## config.mk

```make
export PLATFORM = sky130hd
export DESIGN_NAME = sb_pattern_gen_param
export DESIGN_NICKNAME = d
export VERILOG_FILES = /design/src/rtl/sb_pattern_pkg.sv /design/src/rtl/sb_ms_timer.sv /design/src/rtl/sb_pattern_gen_param.sv
export SDC_FILE = /design/constraint.sdc
export NUM_CORES = 1
export LEC_CHECK = 0
export ABC_AREA = 1
export CAP_MARGIN = 20
export CORE_AREA = 2 2 103 75
export DETAILED_ROUTE_END_ITERATION = 6
export DIE_AREA = 0 0 105 77
export PLACE_DENSITY = 0.57
export SLEW_MARGIN = 25
export SYNTH_ARGS = -nofsm -noshare
export SYNTH_HDL_FRONTEND = slang
export SYNTH_HIERARCHICAL = 1
export SYNTH_SLANG_ARGS = --single-unit
```

## constraint.sdc

```tcl
create_clock -name i_clk -period 3.9 [get_ports i_clk]
set_input_delay 0.78 -clock i_clk [delete_from_list [all_inputs] [get_ports i_clk]]
set_output_delay 0.78 -clock i_clk [all_outputs]
set_load 0.01 [all_outputs]
```

## src/rtl/sb_pattern_pkg.sv

```systemverilog
// -----------------------------------------------------------------------------
// sb_pattern_pkg
// Shared definitions for the sideband TX clock-pattern generator:
//   - sb_pat_state_e      : FSM state encoding used by sb_pattern_gen_param
//   - SB_CLK_PATTERN_UNIT : the 2-bit clock-pattern unit (2'b10)
//   - sb_clk_pattern()    : returns the unit replicated across a word of the
//                           requested width (LSB-aligned inside SB_PAT_MAX_W)
// -----------------------------------------------------------------------------
package sb_pattern_pkg;

  typedef enum logic [2:0] {
    ST_IDLE  = 3'd0,
    ST_SEND  = 3'd1,
    ST_SLEEP = 3'd2,
    ST_TAIL  = 3'd3,
    ST_DONE  = 3'd4,
    ST_TOUT  = 3'd5
  } sb_pat_state_e;

  localparam logic [1:0] SB_CLK_PATTERN_UNIT = 2'b10;

  // Widest pattern word the helper can build; PATTERN_W must not exceed it.
  localparam int SB_PAT_MAX_W = 1024;

  // Replicates SB_CLK_PATTERN_UNIT width/2 times; bits above width stay 0.
  function automatic logic [SB_PAT_MAX_W-1:0] sb_clk_pattern(input int width);
    logic [SB_PAT_MAX_W-1:0] pat;
    pat = '0;
    for (int i = 0; i < SB_PAT_MAX_W / 2; i++) begin
      if (i < width / 2) pat[2*i +: 2] = SB_CLK_PATTERN_UNIT;
    end
    return pat;
  endfunction

endpackage

```

## src/rtl/sb_ms_timer.sv

```systemverilog
// -----------------------------------------------------------------------------
// sb_ms_timer
// Millisecond window timer for the sideband pattern generator. Counts clk
// cycles inside a 1 ms window and counts elapsed windows, saturating at
// TIMEOUT_MS.
//
// Ports:
//   clk, rst_n    : clock, asynchronous active-low reset
//   clear         : synchronous clear of both counters (highest priority)
//   enable        : counters advance while high
//   freeze        : holds both counters even when enable is high
//   ms_tick       : combinational, high on the last cycle of a window
//   timeout_tick  : combinational, high on the ms_tick that completes window
//                   number TIMEOUT_MS
// -----------------------------------------------------------------------------
module sb_ms_timer #(
  parameter int MS_CYCLES  = 100,
  parameter int TIMEOUT_MS = 8
) (
  input  logic clk,
  input  logic rst_n,
  input  logic clear,
  input  logic enable,
  input  logic freeze,
  output logic ms_tick,
  output logic timeout_tick
);

  localparam int MS_W  = $clog2(MS_CYCLES) + 1;
  localparam int WIN_W = $clog2(TIMEOUT_MS) + 1;

  localparam logic [MS_W-1:0]  MS_LAST  = MS_W'(MS_CYCLES - 1);
  localparam logic [WIN_W-1:0] WIN_LAST = WIN_W'(TIMEOUT_MS - 1);
  localparam logic [WIN_W-1:0] WIN_MAX  = WIN_W'(TIMEOUT_MS);

  logic [MS_W-1:0]  ms_cnt_q,  ms_cnt_d;
  logic [WIN_W-1:0] win_cnt_q, win_cnt_d;
  logic             advance;

  assign advance      = enable & ~freeze;
  assign ms_tick      = advance & (ms_cnt_q == MS_LAST);
  // The window counter still holds the pre-increment value on the tick.
  assign timeout_tick = ms_tick & (win_cnt_q == WIN_LAST);

  always_comb begin
    // NOTE: every combinational output gets a default first so no path
    // through the block leaves it unassigned (which would infer a latch).
    ms_cnt_d  = ms_cnt_q;
    win_cnt_d = win_cnt_q;
    if (clear) begin
      ms_cnt_d  = '0;
      win_cnt_d = '0;
    end else if (advance) begin
      ms_cnt_d = ms_tick ? '0 : ms_cnt_q + 1'b1;
      if (ms_tick && (win_cnt_q != WIN_MAX)) win_cnt_d = win_cnt_q + 1'b1;
    end
  end

  always_ff @(posedge clk or negedge rst_n) begin
    // NOTE: flops are updated with non-blocking assignments so every flop
    // samples its pre-edge inputs regardless of statement order.
    if (!rst_n) begin
      ms_cnt_q  <= '0;
      win_cnt_q <= '0;
    end else begin
      ms_cnt_q  <= ms_cnt_d;
      win_cnt_q <= win_cnt_d;
    end
  end

endmodule

```

## src/rtl/sb_pattern_gen_param.sv

```systemverilog
// -----------------------------------------------------------------------------
// sb_pattern_gen_param
// Sideband TX clock-pattern generator used during SBINIT. Issues words of
// repeating 2'b10 to the serializer, alternating 1 ms send windows with 1 ms
// sleep windows, until the local RX reports the pattern was sampled (then
// EXTRA_ITER tail patterns and a done pulse) or TIMEOUT_MS windows elapse
// (timeout pulse). i_abort returns to IDLE from any state.
//
// Ports:
//   i_clk, i_rst_n             : clock, asynchronous active-low reset
//   i_start_pattern_req        : start request, sampled only in IDLE
//   i_rx_sb_pattern_samp_done  : RX saw the pattern (pulse)
//   i_ser_done                 : serializer consumed the current word (pulse)
//   i_abort                    : synchronous return to IDLE
//   o_start_pattern_done       : one-cycle pulse, sequence complete
//   o_pattern_time_out         : one-cycle pulse, timeout
//   o_pattern                  : pattern word, 0 in IDLE
//   o_pattern_valid            : one-cycle pulse per word issued
//   o_busy                     : high in every state except IDLE
//   o_iter_count               : (only with SB_PAT_ITER_CNT_EN) valid pulses
//                                since leaving IDLE, saturating at 16'hFFFF
//
// Optional feature macro: SB_PAT_ITER_CNT_EN
// -----------------------------------------------------------------------------
module sb_pattern_gen_param
  import sb_pattern_pkg::*;
#(
  parameter int PATTERN_W  = 64,
  parameter int MS_CYCLES  = 100,
  parameter int TIMEOUT_MS = 8,
  parameter int EXTRA_ITER = 4
) (
  input  logic                 i_clk,
  input  logic                 i_rst_n,
  input  logic                 i_start_pattern_req,
  input  logic                 i_rx_sb_pattern_samp_done,
  input  logic                 i_ser_done,
  input  logic                 i_abort,
  output logic                 o_start_pattern_done,
  output logic                 o_pattern_time_out,
  output logic [PATTERN_W-1:0] o_pattern,
  output logic                 o_pattern_valid,
  output logic                 o_busy
`ifdef SB_PAT_ITER_CNT_EN
  ,
  output logic [15:0]          o_iter_count
`endif
);

  localparam logic [SB_PAT_MAX_W-1:0] PAT_FULL = sb_clk_pattern(PATTERN_W);
  localparam logic [PATTERN_W-1:0]    PAT_WORD = PAT_FULL[PATTERN_W-1:0];

  localparam int                  TAIL_W    = $clog2(EXTRA_ITER) + 1;
  localparam logic [TAIL_W-1:0]   TAIL_LAST = TAIL_W'(EXTRA_ITER - 1);

  sb_pat_state_e         state_q, state_d;
  // Tail patterns issued after the first one (0 .. EXTRA_ITER-1).
  logic [TAIL_W-1:0]     tail_cnt_q, tail_cnt_d;
  logic                  pending_q, pending_d;
  logic                  valid_q, valid_d;
  logic                  done_q, done_d;
  logic                  tout_q, tout_d;
  logic                  busy_q, busy_d;
  logic [PATTERN_W-1:0]  pattern_q, pattern_d;

  logic timer_clear, timer_enable, timer_freeze;
  logic ms_tick, timeout_tick;

  assign timer_clear  = (state_q == ST_IDLE) | i_abort;
  assign timer_enable = (state_q == ST_SEND) | (state_q == ST_SLEEP);
  assign timer_freeze = (state_q == ST_TAIL);

  sb_ms_timer #(
    .MS_CYCLES  (MS_CYCLES),
    .TIMEOUT_MS (TIMEOUT_MS)
  ) u_ms_timer (
    .clk          (i_clk),
    .rst_n        (i_rst_n),
    .clear        (timer_clear),
    .enable       (timer_enable),
    .freeze       (timer_freeze),
    .ms_tick      (ms_tick),
    .timeout_tick (timeout_tick)
  );

  always_comb begin
    state_d    = state_q;
    tail_cnt_d = tail_cnt_q;
    pending_d  = pending_q;
    valid_d    = 1'b0;
    done_d     = 1'b0;
    tout_d     = 1'b0;

    if (i_abort) begin
      state_d    = ST_IDLE;
      tail_cnt_d = '0;
      pending_d  = 1'b0;
    end else begin
      unique case (state_q)
        ST_IDLE: begin
          if (i_start_pattern_req) begin
            state_d    = ST_SEND;
            valid_d    = 1'b1;
            tail_cnt_d = '0;
            pending_d  = 1'b0;
          end
        end

        ST_SEND, ST_SLEEP: begin
          if (i_rx_sb_pattern_samp_done) begin
            // Sample-done beats a coinciding timeout; the first tail word
            // also covers any i_ser_done seen this cycle.
            state_d    = ST_TAIL;
            valid_d    = 1'b1;
            tail_cnt_d = '0;
            pending_d  = 1'b0;
          end else if (timeout_tick) begin
            state_d   = ST_TOUT;
            tout_d    = 1'b1;
            pending_d = 1'b0;
          end else if (ms_tick) begin
            if (state_q == ST_SEND) begin
              // A word finished on the last send cycle waits for the next
              // send window instead of being issued during sleep.
              state_d   = ST_SLEEP;
              pending_d = i_ser_done;
            end else begin
              state_d   = ST_SEND;
              valid_d   = pending_q | i_ser_done;
              pending_d = 1'b0;
            end
          end else if (i_ser_done) begin
            if (state_q == ST_SEND) valid_d = 1'b1;
            else                    pending_d = 1'b1;
          end
        end

        ST_TAIL: begin
          if (i_ser_done) begin
            if (tail_cnt_q == TAIL_LAST) begin
              state_d = ST_DONE;
              done_d  = 1'b1;
            end else begin
              tail_cnt_d = tail_cnt_q + 1'b1;
              valid_d    = 1'b1;
            end
          end
        end

        ST_DONE: state_d = ST_IDLE;
        ST_TOUT: state_d = ST_IDLE;

        default: state_d = ST_IDLE;
      endcase
    end

    busy_d    = (state_d != ST_IDLE);
    pattern_d = busy_d ? PAT_WORD : '0;
  end

  always_ff @(posedge i_clk or negedge i_rst_n) begin
    if (!i_rst_n) begin
      state_q    <= ST_IDLE;
      tail_cnt_q <= '0;
      pending_q  <= 1'b0;
      valid_q    <= 1'b0;
      done_q     <= 1'b0;
      tout_q     <= 1'b0;
      busy_q     <= 1'b0;
      pattern_q  <= '0;
    end else begin
      state_q    <= state_d;
      tail_cnt_q <= tail_cnt_d;
      pending_q  <= pending_d;
      valid_q    <= valid_d;
      done_q     <= done_d;
      tout_q     <= tout_d;
      busy_q     <= busy_d;
      pattern_q  <= pattern_d;
    end
  end

  assign o_start_pattern_done = done_q;
  assign o_pattern_time_out   = tout_q;
  assign o_pattern            = pattern_q;
  assign o_pattern_valid      = valid_q;
  assign o_busy               = busy_q;

`ifdef SB_PAT_ITER_CNT_EN
  logic [15:0] iter_cnt_q, iter_cnt_d;

  // Tracks o_pattern_valid: cleared whenever the next state is IDLE.
  always_comb begin
    iter_cnt_d = iter_cnt_q;
    if (state_d == ST_IDLE)                        iter_cnt_d = '0;
    else if (valid_d && (iter_cnt_q != 16'hFFFF))  iter_cnt_d = iter_cnt_q + 16'd1;
  end

  always_ff @(posedge i_clk or negedge i_rst_n) begin
    if (!i_rst_n) iter_cnt_q <= '0;
    else          iter_cnt_q <= iter_cnt_d;
  end

  assign o_iter_count = iter_cnt_q;
`endif

endmodule

```

# ---- Word level (Yosys, flattened, before mapping)
# Cells that the tools add are included.
dict set report op_classes {
  n_lt_le_gt_ge 0
  n_eq_ne 13
  muxes 50
  n_shift 0
  reduce_logical 11
  div_mod_pow 0
  multipliers 0
  add_sub_neg 3
  n_bitwise 7
}
# operator count
set op_table {}
lappend op_table {{two-way mux 64 bit} 1}
lappend op_table {{two-way mux 3 bit} 12}
lappend op_table {{two-way mux 1 bit} 26}
lappend op_table {{two-way mux 8 bit} 3}
lappend op_table {{case mux 3 bit (3 select lines)} 2}
lappend op_table {{two-way mux 4 bit} 3}
lappend op_table {{!= test 3 bit (second input constant)} 4}
lappend op_table {{!= test 6 x 5 -> 1 bit (second input constant)} 2}
lappend op_table {{== test 3 x 2 -> 1 bit (second input constant)} 3}
lappend op_table {{adder 8 x 1 -> 8 bit (second input constant)} 1}
lappend op_table {{== test 8 x 7 -> 1 bit (second input constant)} 1}
lappend op_table {{nonzero test 3 bit} 2}
lappend op_table {{AND reduction 5 bit} 1}
lappend op_table {{adder 4 x 1 -> 4 bit (second input constant)} 1}
lappend op_table {{== test 4 x 3 -> 1 bit (second input constant)} 1}
lappend op_table {{!= test 4 bit (second input constant)} 1}
lappend op_table {{AND reduction 4 bit} 1}
lappend op_table {{nonzero test 2 bit} 2}
lappend op_table {{nonzero test 4 bit} 1}
lappend op_table {{adder 3 x 1 -> 3 bit (second input constant)} 1}
lappend op_table {{bitwise AND 1 bit} 3}
lappend op_table {{== test 3 x 1 -> 1 bit (second input constant)} 1}
lappend op_table {{zero test 3 bit} 1}
lappend op_table {{bitwise OR 1 bit} 3}
lappend op_table {{7 further kinds} 7}
dict set report word_totals {
  inputBits 6
  output_inout_bits 68
  mem_bits_rw 0
  latchBits 0
  mem_count 0
  mem_bits_ro 0
  ff_bits 87
}

# ---- Depth between registers and ports, before layout
dict set report logic_depth {
  ltp_word 11
  mapped_depth 15
  ltp_nobuf 15
}

# ---- By module
# The synthesis kept the hierarchy.
# module area_per_inst_um2 cells_each n_inst seq_area_each_um2
set modules_own_cells {}
lappend modules_own_cells {sb_pattern_gen_param 1204.9 171 1 275.3}
lappend modules_own_cells {sb_ms_timer 818.3 113 1 300.3}

# ---- Worst setup path after synthesis
# No wires, ideal clock.
dict set report synth_timing {
  path_kind {register to output}
  start {register o_pattern[61] (netlist name)}
  end {output o_pattern[11]}
  path_buffers 1
  t_arrival_ns 1.070
  stages_incl_launch_ff 2
  slack_ns 2.050
  required_ns 3.120
  path_cell_list {dfrtp_1 buf_4}
}
# element line
set synth_rtl {}
lappend synth_rtl {{end: declaration} sb_pattern_gen_param.sv:41} ;# output logic [PATTERN_W-1:0] o_pattern,

==> run_results.csv <==
group,metric,value,unit
routing,finalWirelength,3.663,mm
cells_and_area,nets,307,
power_and_ir_drop,p_leak,1.075,nW
routing,wl_met2,1.437,mm
timing,worst_pin_slew,777.0,ps
run,drv_cap,0,
logic_synthesis,syn_area,0.002023,sq mm
routing,first_pass_iters,4,
logic_synthesis,synth_top_cell_by_area,"dfrtp_1",
critical_path,cp.depth,1,
timing,finalCritPeriodShare,0.6610,
critical_path,critical_path_peak_fanout,33,
grt,grt_pass1_vias,1387,
timing,post-route-min-period,2578,ps
routing,vias_per_cell,4.102,
critical_path,critical_path.cell_chain,"clkdlybuf4s50_1",
floorplan,core_region_area,0.007092,sq mm
power_and_ir_drop,internal-power,0.0004464,W
logic_synthesis,avgSynthCellArea,7.124,sq um
grt,grt_overflow_total,0,
critical_path,setup.worst_path.start,"o_pattern[61]$_DFF_PN0_",
placed_design,dp_hpwl,2.986,mm
routing,vias,1612,
clock_network,post_cts_resized,0,
power_and_ir_drop,ir_worst_vdd,0.0001264,V
hold_path,hold_class,"in2async",
floorplan,die_w,105,um
power_and_ir_drop,clkPwrFrac,0.222,
routing,wl_met1,1.864,mm
routing,drc,0,
routing,routed.top_layer,"met3",
timing,hold_viol,0,
power_and_ir_drop,p_per_area,299.1,mW/mm^2
power_and_ir_drop,combPwrFrac,0.383,
critical_path,cp_top_family,"flip-flops",
cells_and_area,syn_to_final_growth,9.957,%
critical_path,start_kind,"flip-flop",
logic_synthesis,yosysSeqAreaShare,0.2845,
timing,slew_violations,0,
routing,wl_met3,362,um
cells_and_area,utilization,0.3137,
floorplan,dieArea,0.008085,sq mm
clock_network,holdBufCountCts,0,
critical_path,worstPathArrival,1800,ps
power_and_ir_drop,switchingPower,0.0002189,W
routing,wire_per_inst,9.321,um
critical_path,slowest_stage,"dfrtp_1",
floorplan,row_count,26,
floorplan,die_h,77,um
logic_synthesis,ys_ff_latch,23,
clock_network,cts_setup_buffers,0,
critical_path,cpPeakStageDelay,850,ps
logic_synthesis,synth_cell_types,23,
grt,grt_start_max_net_pins,34,
logic_synthesis,synth_cells,284,
clock_network,cts_tree,"yes",
power_and_ir_drop,seq_power_share,0.395,
critical_path,crit_path_end_kind,"primary output",
critical_path,path_class,"reg2out",
floorplan,ioPinCount,74,
placed_design,place_congestion,0.8360,
cells_and_area,antenna_cells,0,
power_and_ir_drop,switching_share,0.3290,
grt,grt_pass1_wl,6.348,mm
timing,fmax,387.9,MHz
clock_network,cts_num_sinks,23,
critical_path,r2r_slack,1760,ps
clock_network,clock_path_buffers,2,
critical_path,path_buf_inv,1,
run_status,status,"complete, no violations",
clock_network,worstSkewPairLatency,260,ps
clock_network,cts_root_buf,"clkbuf_8",
logic_synthesis,synth_area_leaders,"dfrtp_1, buf_4, nand2_1, nand3_1, inv_1",
timing,final-setup-viol-count,0,
critical_path,worstPathRequired,3120,ps
placed_design,io_buffers,41,
timing,max-slew-margin-rel,0.4820,
routing,drt_iter0_drc,139,
logic_synthesis,yosysTopAreaCellShare,0.2845,
cells_and_area,layout-drive-gt1-share,0.07797,
logic_synthesis,yosys_warnings,6,
clock_network,clkTransAtPathRegs,80,ps
critical_path,r2r.worst_path.cells,14,
grt,track_usage,0.09392,
clock_network,htreeDepth,1,
floorplan,initial_core_util,0.2853,
critical_path,r2r-start,"state_q[2]$_DFF_PN0_",
timing,tns,0,ps
grt,antenna_found_initial,0,
timing,rsz0062_at_grt,"false",
clock_network,numCtsBuffers,3,
timing,finClkSkew,1.235,ps
routing,postRouteAntennaNets,0,
==> final cells by class <==
type	instances	area, sq um
Clock buffer	4	45.04
Multi-Input combinational cell	196	959.7
Timing Repair Buffer	41	405.4
Fill cell	777	4867
Tap cell	98	122.6
Inverter	31	116.4
Sequential cell	23	575.6
==> final timing paths <==
path                                                        to
max                                               o_pattern[1]
min                        u_ms_timer/win_cnt_q[3]$_DFFE_PN0P_
max reg2reg                              pending_q$_DFFE_PN0P_
min reg2reg                              pending_q$_DFFE_PN0P_
max in group asynchronous                 state_q[1]$_DFF_PN0_
min in group i_clk                       pending_q$_DFFE_PN0P_
==> power groups by stage <==
stage	logic [W]	registers (W)	clock network, W
6_report	0.000255	0.000263	0.000148
5_1_grt	0.000276	0.000267	0.000168
4_1_cts	0.000256	0.000264	0.000157
3_5_place_dp	0.000256	0.000268	0
3_3_place_gp	0.000257	0.000267	0
2_1_floorplan	0.000217	0.000267	0
==> metrics by stage <==
| step | cell area [sq um] | hold WS, ps | power (W) | cells | setup slack [ps] |
|---|---|---|---|---|---|
| 6_report | 2225 | 480.5 | 0.0006653 | 393 | 1322 |
| 5_1_grt | 2225 | 519.7 | 0.0007116 | 393 | 1109 |
| 4_1_cts | 2225 | 484.9 | 0.0006769 | 393 | 1266 |
| 3_5_place_dp | 2180 | 464.8 | 0.0005244 | 389 | 1257 |
| 3_3_place_gp | 2185 | 467.4 | 0.0005234 | 389 | 1367 |
| 2_1_floorplan | 2140 | 441.1 | 0.0004849 | 315 | 2050 |
==> synth_stat cells (all sizes together) <==
| cell | number |
|---|---|
| conb | 1 |
| nand2 | 69 |
| nor2 | 32 |
| dfrtp | 23 |
| a21oi | 5 |
| nor3b | 1 |
| xor2 | 4 |
| nand4 | 13 |
| o21ai | 8 |
| buf | 64 |
| or2 | 1 |
| o21bai | 2 |
| inv | 31 |
| nand3 | 23 |
| nor3 | 1 |
| ha | 5 |
| clkbuf | 1 |
==> registers in the layout (all words and copies together) (netlist names) <==
register              count
tail_cnt_q                3
o_start_pattern_done      1
state_q                   3
u_ms_timer/win_cnt_q      4
pending_q                 1
o_pattern                 1
o_pattern_valid           1
u_ms_timer/ms_cnt_q       8
o_pattern_time_out        1
==> kinds of logic after synthesis <==
logic type / Yosys count / synth area share
compound gates: 15 / 0.04143
xor+xnor: 4 / 0.01731
fa+ha+maj: 5 / 0.03092
buf+inv: 96 / 0.2987
flops: 23 / 0.2845
other cells: 1 / 0.001854
simple gates: 140 / 0.3253
==> per-layer routing <==
layer | track usage | vias up
met3 | 0.03231 | 0
met2 | 0.1357 | 85
met1 | 0.1380 | 701
li1 | - | 826
met5 | 0 | -
met4 | 0.01067 | 0
==> layout by cell type (no fill, tap or decap), drive strengths merged <==
cell / instances
buf: 1
nor3b: 1
o21bai: 2
nand2: 69
nor3: 1
xor2: 4
clkdlybuf4s50: 40
dfrtp: 23
ha: 5
nand4: 13
clkbuf: 4
or2: 1
nand3: 23
o21ai: 8
inv: 31
a21oi: 5
nor2: 32
conb: 32
No activity file was read; power rests on OpenSTA's default activity.
